`config.mk`:
```
export PLATFORM = sky130hd
export DESIGN_NAME = div_result_reconstructor
export DESIGN_NICKNAME = d
export VERILOG_FILES = /design/src/rtl/divrc_pkg.sv /design/src/rtl/divrc_shift_add_mul.sv /design/src/rtl/div_result_reconstructor.sv
export SDC_FILE = /design/constraint.sdc
export NUM_CORES = 1
export LEC_CHECK = 0
export BUFFER_PORTS_ARGS = -buffer_cell sky130_fd_sc_hd__buf_2
export CORE_MARGIN = 2
export CORE_UTILIZATION = 45
export DETAILED_ROUTE_END_ITERATION = 8
export GPL_ROUTABILITY_DRIVEN = 0
export HOLD_SLACK_MARGIN = 0.02
export PLACE_DENSITY_LB_ADDON = 0.05
export SLEW_MARGIN = 20
export SYNTH_ARGS = -nofsm -noshare
export SYNTH_HDL_FRONTEND = slang
export SYNTH_SLANG_ARGS = --single-unit
```
`constraint.sdc`:
```
create_clock -name clk -period 7.5 [get_ports clk]
set_input_delay 0.375 -clock clk [delete_from_list [all_inputs] [get_ports clk]]
set_output_delay 0.375 -clock clk [all_outputs]
set_load 0.03 [all_outputs]
```
`src/rtl/divrc_pkg.sv`:
```
// ---------------------------------------------------------------------------
// divrc_pkg
// Shared types and constants for the division-result reconstructor.
//   - NW   : dividend / reconstruction width (always 2*DW)
//   - DW   : divisor / quotient / remainder width
//   - ERRW : signed error width (NW + 1)
//   - SQW  : squared-error accumulator width
//   - CNTW : sample counter width
//   - state_e  : control FSM states
//   - flags_t  : result flag bundle
//   - capture_flags() : operand-derived flags, computed at accept time
// ---------------------------------------------------------------------------
package divrc_pkg;

    localparam int NW   = 16;
    localparam int DW   = 8;
    localparam int ERRW = 17;
    localparam int SQW  = 40;
    localparam int CNTW = 32;

    typedef enum logic [1:0] {
        IDLE = 2'd0,
        MUL  = 2'd1,
        DONE = 2'd2
    } state_e;

    typedef struct packed {
        logic mismatch;
        logic div_by_zero;
        logic rem_invalid;
        logic q_ovf;
    } flags_t;

    // Flags that depend only on the operands. mismatch is produced later,
    // once the reconstruction is known, so it is left at 0 here.
    function automatic flags_t capture_flags(input logic [NW-1:0] n,
                                             input logic [DW-1:0] d,
                                             input logic [DW-1:0] r);
        flags_t f;
        f             = '0;
        f.div_by_zero = (d == '0);
        f.rem_invalid = (d != '0) && (r >= d);
        // Compare in NW+1 bits so d<<DW cannot wrap.
        f.q_ovf       = ({1'b0, n} >= ({{(NW+1-DW){1'b0}}, d} << DW));
        return f;
    endfunction

endpackage

```
`src/rtl/divrc_shift_add_mul.sv`:
```
// ---------------------------------------------------------------------------
// divrc_shift_add_mul
// Sequential shift-add multiplier computing q*d + r over exactly DW cycles.
// Ports:
//   clk, rst     : clock, synchronous active-high reset
//   start        : load operands (acc = r, qsh = q, cnt = 0) and begin
//   d, q, r      : operands sampled on start
//   busy         : a multiplication is in progress
//   done         : high during the last step cycle (cnt == DW-1)
//   acc_next     : accumulator value being written this cycle; equals the
//                  final q*d + r while done is high
// ---------------------------------------------------------------------------
module divrc_shift_add_mul
    import divrc_pkg::*;
(
    input  logic          clk,
    input  logic          rst,
    input  logic          start,
    input  logic [DW-1:0] d,
    input  logic [DW-1:0] q,
    input  logic [DW-1:0] r,
    output logic          busy,
    output logic          done,
    output logic [NW-1:0] acc_next
);

    localparam int CW = $clog2(DW);

    logic [NW-1:0] acc_q, acc_d;
    logic [DW-1:0] qsh_q, qsh_d;
    logic [DW-1:0] dsh_q, dsh_d;
    logic [CW-1:0] cnt_q, cnt_d;
    logic          busy_q, busy_d;
    logic [NW-1:0] addend;
    logic          last_step;

    assign addend    = {{(NW-DW){1'b0}}, dsh_q} << cnt_q;
    assign last_step = busy_q && (cnt_q == CW'(DW-1));

    always_comb begin
        acc_d  = acc_q;
        qsh_d  = qsh_q;
        dsh_d  = dsh_q;
        cnt_d  = cnt_q;
        busy_d = busy_q;
        if (start) begin
            acc_d  = {{(NW-DW){1'b0}}, r};
            qsh_d  = q;
            dsh_d  = d;
            cnt_d  = '0;
            busy_d = 1'b1;
        end else if (busy_q) begin
            // Max q*d + r = 65280, so the NW-bit sum never wraps.
            if (qsh_q[0]) begin
                acc_d = acc_q + addend;
            end
            qsh_d = qsh_q >> 1;
            cnt_d = cnt_q + CW'(1);
            // No early exit on q == 0: always DW steps.
            if (last_step) begin
                busy_d = 1'b0;
            end
        end
    end

    always_ff @(posedge clk) begin
        if (rst) begin
            acc_q  <= '0;
            qsh_q  <= '0;
            dsh_q  <= '0;
            cnt_q  <= '0;
            busy_q <= 1'b0;
        end else begin
            acc_q  <= acc_d;
            qsh_q  <= qsh_d;
            dsh_q  <= dsh_d;
            cnt_q  <= cnt_d;
            busy_q <= busy_d;
        end
    end

    assign busy     = busy_q;
    assign done     = last_step;
    assign acc_next = acc_d;

endmodule

```
`src/rtl/div_result_reconstructor.sv`:
```
// ---------------------------------------------------------------------------
// div_result_reconstructor
// Rebuilds n_rec = q*d + r from a divider's outputs and reports the signed
// error n_rec - n with validity flags, for scoring exact and approximate
// 16/8 dividers.
// Ports:
//   clk, rst                 : clock, synchronous active-high reset
//   in_valid / in_ready      : operand handshake (n, d, q, r)
//   out_valid / out_ready    : result handshake
//   n_rec, err, mismatch     : reconstruction, n_rec - n (17b two's compl.),
//                              err != 0
//   div_by_zero, rem_invalid, q_ovf : operand-derived flags
// Optional build macro DIVRC_SQERR_ACC_EN adds:
//   acc_clr    : clear the accumulators (wins over a coincident handshake)
//   sq_err_sum : saturating sum of err^2 over accepted results
//   sample_cnt : saturating count of accepted results
// Results stay on n_rec/err/flags after returning to IDLE; out_valid is the
// only qualifier.
// ---------------------------------------------------------------------------
module div_result_reconstructor
    import divrc_pkg::*;
(
    input  logic            clk,
    input  logic            rst,
    input  logic            in_valid,
    output logic            in_ready,
    input  logic [NW-1:0]   n,
    input  logic [DW-1:0]   d,
    input  logic [DW-1:0]   q,
    input  logic [DW-1:0]   r,
    output logic            out_valid,
    input  logic            out_ready,
    output logic [NW-1:0]   n_rec,
    output logic [ERRW-1:0] err,
`ifdef DIVRC_SQERR_ACC_EN
    input  logic            acc_clr,
    output logic [SQW-1:0]  sq_err_sum,
    output logic [CNTW-1:0] sample_cnt,
`endif
    output logic            mismatch,
    output logic            div_by_zero,
    output logic            rem_invalid,
    output logic            q_ovf
);

    state_e          state_q, state_d;
    logic [NW-1:0]   n_q, n_d;
    flags_t          flags_q, flags_d;
    logic [NW-1:0]   n_rec_q, n_rec_d;
    logic [ERRW-1:0] err_q, err_d;
    logic [ERRW-1:0] err_next;
    logic            start;
    logic            mul_busy;
    logic            mul_done;
    logic [NW-1:0]   acc_next;

    divrc_shift_add_mul u_mul (
        .clk      (clk),
        .rst      (rst),
        .start    (start),
        .d        (d),
        .q        (q),
        .r        (r),
        .busy     (mul_busy),
        .done     (mul_done),
        .acc_next (acc_next)
    );

    // Both operands zero-extended into ERRW bits, so the difference is a
    // correct two's complement value.
    assign err_next = ERRW'(acc_next) - ERRW'(n_q);

    always_comb begin
        state_d = state_q;
        n_d     = n_q;
        flags_d = flags_q;
        n_rec_d = n_rec_q;
        err_d   = err_q;
        start   = 1'b0;
        case (state_q)
            IDLE: begin
                if (in_valid) begin
                    start            = 1'b1;
                    n_d              = n;
                    flags_d          = capture_flags(n, d, r);
                    flags_d.mismatch = flags_q.mismatch;
                    state_d          = MUL;
                end
            end
            MUL: begin
                if (mul_done) begin
                    n_rec_d          = acc_next;
                    err_d            = err_next;
                    flags_d.mismatch = (err_next != '0);
                    state_d          = DONE;
                end
            end
            DONE: begin
                if (out_ready) begin
                    state_d = IDLE;
                end
            end
            default: state_d = IDLE;
        endcase
    end

    always_ff @(posedge clk) begin
        if (rst) begin
            state_q <= IDLE;
            n_q     <= '0;
            flags_q <= '0;
            n_rec_q <= '0;
            err_q   <= '0;
        end else begin
            state_q <= state_d;
            n_q     <= n_d;
            flags_q <= flags_d;
            n_rec_q <= n_rec_d;
            err_q   <= err_d;
        end
    end

    assign in_ready    = (state_q == IDLE);
    assign out_valid   = (state_q == DONE);
    assign n_rec       = n_rec_q;
    assign err         = err_q;
    assign mismatch    = flags_q.mismatch;
    assign div_by_zero = flags_q.div_by_zero;
    assign rem_invalid = flags_q.rem_invalid;
    assign q_ovf       = flags_q.q_ovf;

`ifdef DIVRC_SQERR_ACC_EN
    logic [SQW-1:0]    sq_sum_q, sq_sum_d;
    logic [CNTW-1:0]   smp_cnt_q, smp_cnt_d;
    logic [ERRW-1:0]   err_abs;
    logic [2*ERRW-1:0] sq_term;
    logic [SQW:0]      sq_sum_ext;
    logic              hs;

    assign hs         = out_valid && out_ready;
    assign err_abs    = err_q[ERRW-1] ? (~err_q + ERRW'(1)) : err_q;
    assign sq_term    = {{ERRW{1'b0}}, err_abs} * {{ERRW{1'b0}}, err_abs};
    assign sq_sum_ext = {1'b0, sq_sum_q} + {{(SQW+1-2*ERRW){1'b0}}, sq_term};

    always_comb begin
        sq_sum_d  = sq_sum_q;
        smp_cnt_d = smp_cnt_q;
        if (acc_clr) begin
            sq_sum_d  = '0;
            smp_cnt_d = '0;
        end else if (hs) begin
            sq_sum_d  = sq_sum_ext[SQW] ? '1 : sq_sum_ext[SQW-1:0];
            smp_cnt_d = (smp_cnt_q == '1) ? smp_cnt_q : smp_cnt_q + CNTW'(1);
        end
    end

    always_ff @(posedge clk) begin
        if (rst) begin
            sq_sum_q  <= '0;
            smp_cnt_q <= '0;
        end else begin
            sq_sum_q  <= sq_sum_d;
            smp_cnt_q <= smp_cnt_d;
        end
    end

    assign sq_err_sum = sq_sum_q;
    assign sample_cnt = smp_cnt_q;
`endif

endmodule

```
==> run_results.csv <==
group,metric,value,unit
die,die_area,13300,um2
global_routing,grt_max_degree,86,
clock_tree,holdBufCountCts,0,
timing,skew,4.57,ps
timing,setup_viol,0,
outcome,status,"finished, final reports clean",
routing,antenna_left,0,
global_routing,grt_use_met2,40.5,%
routing,finalWirelength,15100,um
clock_tree,cts.sink_count,91,
yosys,post_synth_num_cell_types,56,
timing,period_needed,5270,ps
final_layout,mostFrequentLayoutCells,"nand2_1, dfxtp_1, buf_2",
timing,fin_crit_sh,70.3,%
worst_setup_path,critical_path_peak_fanout,16,
placement,numPortBuffers,82,
clock_tree,cts_max_path_buffers,2,
yosys,yosysWarnings,0,
worst_setup_path,worstPathArrival,5560,ps
global_routing,use_met1,30.4,%
global_routing,grt_pass1_vias,5076,
die,die_x,116,um
final_layout,n_antenna_cell,0,
power,p_comb_share,20.6,%
yosys,synth_ff_type,"dfxtp_1",
routing,drtIter0Drc,294,
yosys,synth_edf_count,0,
yosys,syn_inst,726,
power,power.total,1.25,mW
power,power.internal,0.879,mW
timing,drv_slew,0,
final_layout,syn_to_final_growth,14.7,%
power,power.leakage,2.70,nW
yosys,seq_area_frac_synth,32.5,%
final_layout,fillCellCount,1178,
yosys,avgSynthCellArea,7.71,um2
timing,hold_viol,0,
power,pwr-share-clk,38.1,%
global_routing,antenna_found_initial,0,
final_layout,nNetsFinal,880,
min_path,whs_endpoint,"n_q[1]",
routing,vias,5209,
power,seq_power_share,41.2,%
yosys,async_reset_ff_share,0,%
clock_tree,post-cts-setup-buffer-count,0,
timing,fmax,190,MHz
power,switching_power,0.372,mW
min_path,hold_class,"in -> reg",
timing,tightest_slew,903,ps
global_routing,use_met3,5.07,%
clock_tree,clk_latency,350,ps
worst_setup_path,cp-start-kind,"flip-flop",
yosys,syn-num-nets,821,
yosys,netlist_area,5600,um2
yosys,synth-seq-cells,91,
final_layout,seq_area,1820,um2
worst_setup_path,r2r_cells,20,
final_layout,multi_input_area,3480,um2
die,start_util,46.4,%
power,ir_drop,0.152,mV
power,powerDensity,195,nW/um2
timing,relSlewSlack,39.8,%
global_routing,overflow,0,
run,cap_viol_max_count,0,
routing,routedWlPerCell,15.8,um
worst_setup_path,required,7800,ps
worst_setup_path,rrSetupSlack,2230,ps
die,rows,40,
worst_setup_path,critPathCaptureType,"flip-flop",
timing,fin_tns_setup,0,ps
worst_setup_path,reg2reg_to,"mismatch",
placement,dp_hpwl,11500,um
die,die_y,116,um
global_routing,gr-max-usage-layer,"met2",
worst_setup_path,timing.rr.start,"u_mul.cnt_q[0]",
die,core_area,12100,um2
routing,viasPerCell,5.44,
routing,first_pass_iters,4,
clock_tree,cts_tree,"built",
min_path,hold_path_depth,3,
power,p_sw_share,29.8,%
die,ios,83,
clock_tree,cts_resized,0,
routing,drc,0,
clock_tree,htree_levels,3,
final_layout,final_common_cell,"nand2_1",
final_layout,drive_above_1_share,14.7,%
global_routing,grt_usage,23.8,%
timing,rsz0062_at_grt,"no",
global_routing,grt_pass1_wl,24900,um
clock_tree,clk_pin_slew,60,ps
min_path,hold_start,"n[1]",
clock_tree,cts-root-buf,"clkbuf_16",
worst_setup_path,path_class,"reg -> reg",
clock_tree,cts_buffers,9,
## critical path: stages, from the launching register on
cell and delay, ps:
dfxtp_1 670, mux2i_1 170, or3_1 380, inv_1 80
ha_1 230, a211oi_1 410, o21bai_1 160, a21oi_1 190
xor2_1 160, nor2_1 50, a211oi_1 380, nor2_1 110
ha_1 260, nor3_1 430, o21ai_1 160, a311oi_2 350
nor2_1 100, a2111oi_0 490, o21ai_1 190, nand4_1 130
o21a_1 110
## kinds of logic (layout without fill, tap and decap cells)
kind of cell	count (synthesis)	count (layout)	synth area share, %
and+or+nand+nor	274	274	21.9
AOI/OAI and AO/OA	189	189	21.3
DFF	91	91	32.5
buffers and inverters	78	142	5.23
adders and majority gates	51	51	11.7
muxes	23	23	4.22
xor gates and xnor gates	20	20	3.13
## how the worst max path moves through the flow
stage / start / end / slack [ps] / cells after the start
after floorplan: u_mul.cnt_q[1] / mismatch / 2770 / 22
after global placement: u_mul.cnt_q[0] / mismatch / 2440 / 20
after global routing: u_mul.cnt_q[0] / mismatch / 1700 / 20
final: u_mul.cnt_q[0] / mismatch / 2230 / 20
after detailed placement: u_mul.cnt_q[0] / mismatch / 2360 / 20
after CTS: u_mul.cnt_q[0] / mismatch / 2270 / 20
## per-stage QoR
stage | worst slack (ps) | instance area, um2 | hold WS [ps] | util (%) | instances
floorplan | 2770 | 5600 | 436 | - | 726
global placement | 2440 | 6110 | 441 | 50.7 | 942
detailed placement | 2360 | 6110 | 447 | 50.7 | 942
CTS | 2270 | 6420 | 260 | 53.2 | 958
global route | 1700 | 6420 | 270 | 53.2 | 958
finish | 2230 | 6420 | 268 | 53.2 | 958
## routing by layer
layer  share of wire (%)  wire (um)
met4                 2.0        302
met2                  48       7280
met5                   0          0
met1                  47       7070
met3                 3.2        484
## final cells by class
cell class / count / area share, %
Clock buffer: 11 / 3.94
Clock inverter: 5 / 0.935
Inverter: 39 / 2.28
Multi-Input combinational cell: 557 / 54.2
Sequential cell: 91 / 28.4
Tap cell: 168 / 3.27
Timing Repair Buffer: 87 / 6.97
## flip-flops by register name, indices dropped and copies added, names as in the netlist
register	flops
u_mul.cnt_q	3
div_by_zero	1
state_q	2
rem_invalid	1
n_q	16
u_mul.qsh_q	8
err	17
u_mul.acc_q	16
q_ovf	1
mismatch	1
u_mul.busy	1
u_mul.dsh_q	8
n_rec	16
## cell usage after synthesis, types with 12 or more instances
cell type	instances	share of area, %
a211oi_1	23	3.1
a21oi_1	78	7.0
clkbuf_1	32	2.1
dfxtp_1	91	33
ha_1	49	11
inv_1	39	2.6
mux2i_1	18	3.2
nand2_1	112	7.5
nand2b_1	12	1.3
nor2_1	80	5.4
nor2b_1	15	1.7
nor3_1	16	1.4
o21ai_0	30	2.7
xor2_1	12	1.9
## power groups by stage
stage	clock [mW]	sequential, mW	combinational [mW]
global placement	0	0.526	0.252
finish	0.477	0.516	0.258
global route	0.507	0.518	0.288
detailed placement	0	0.527	0.255
floorplan	0	0.521	0.189
CTS	0.488	0.516	0.258
Power figures use the tool's default switching activity.
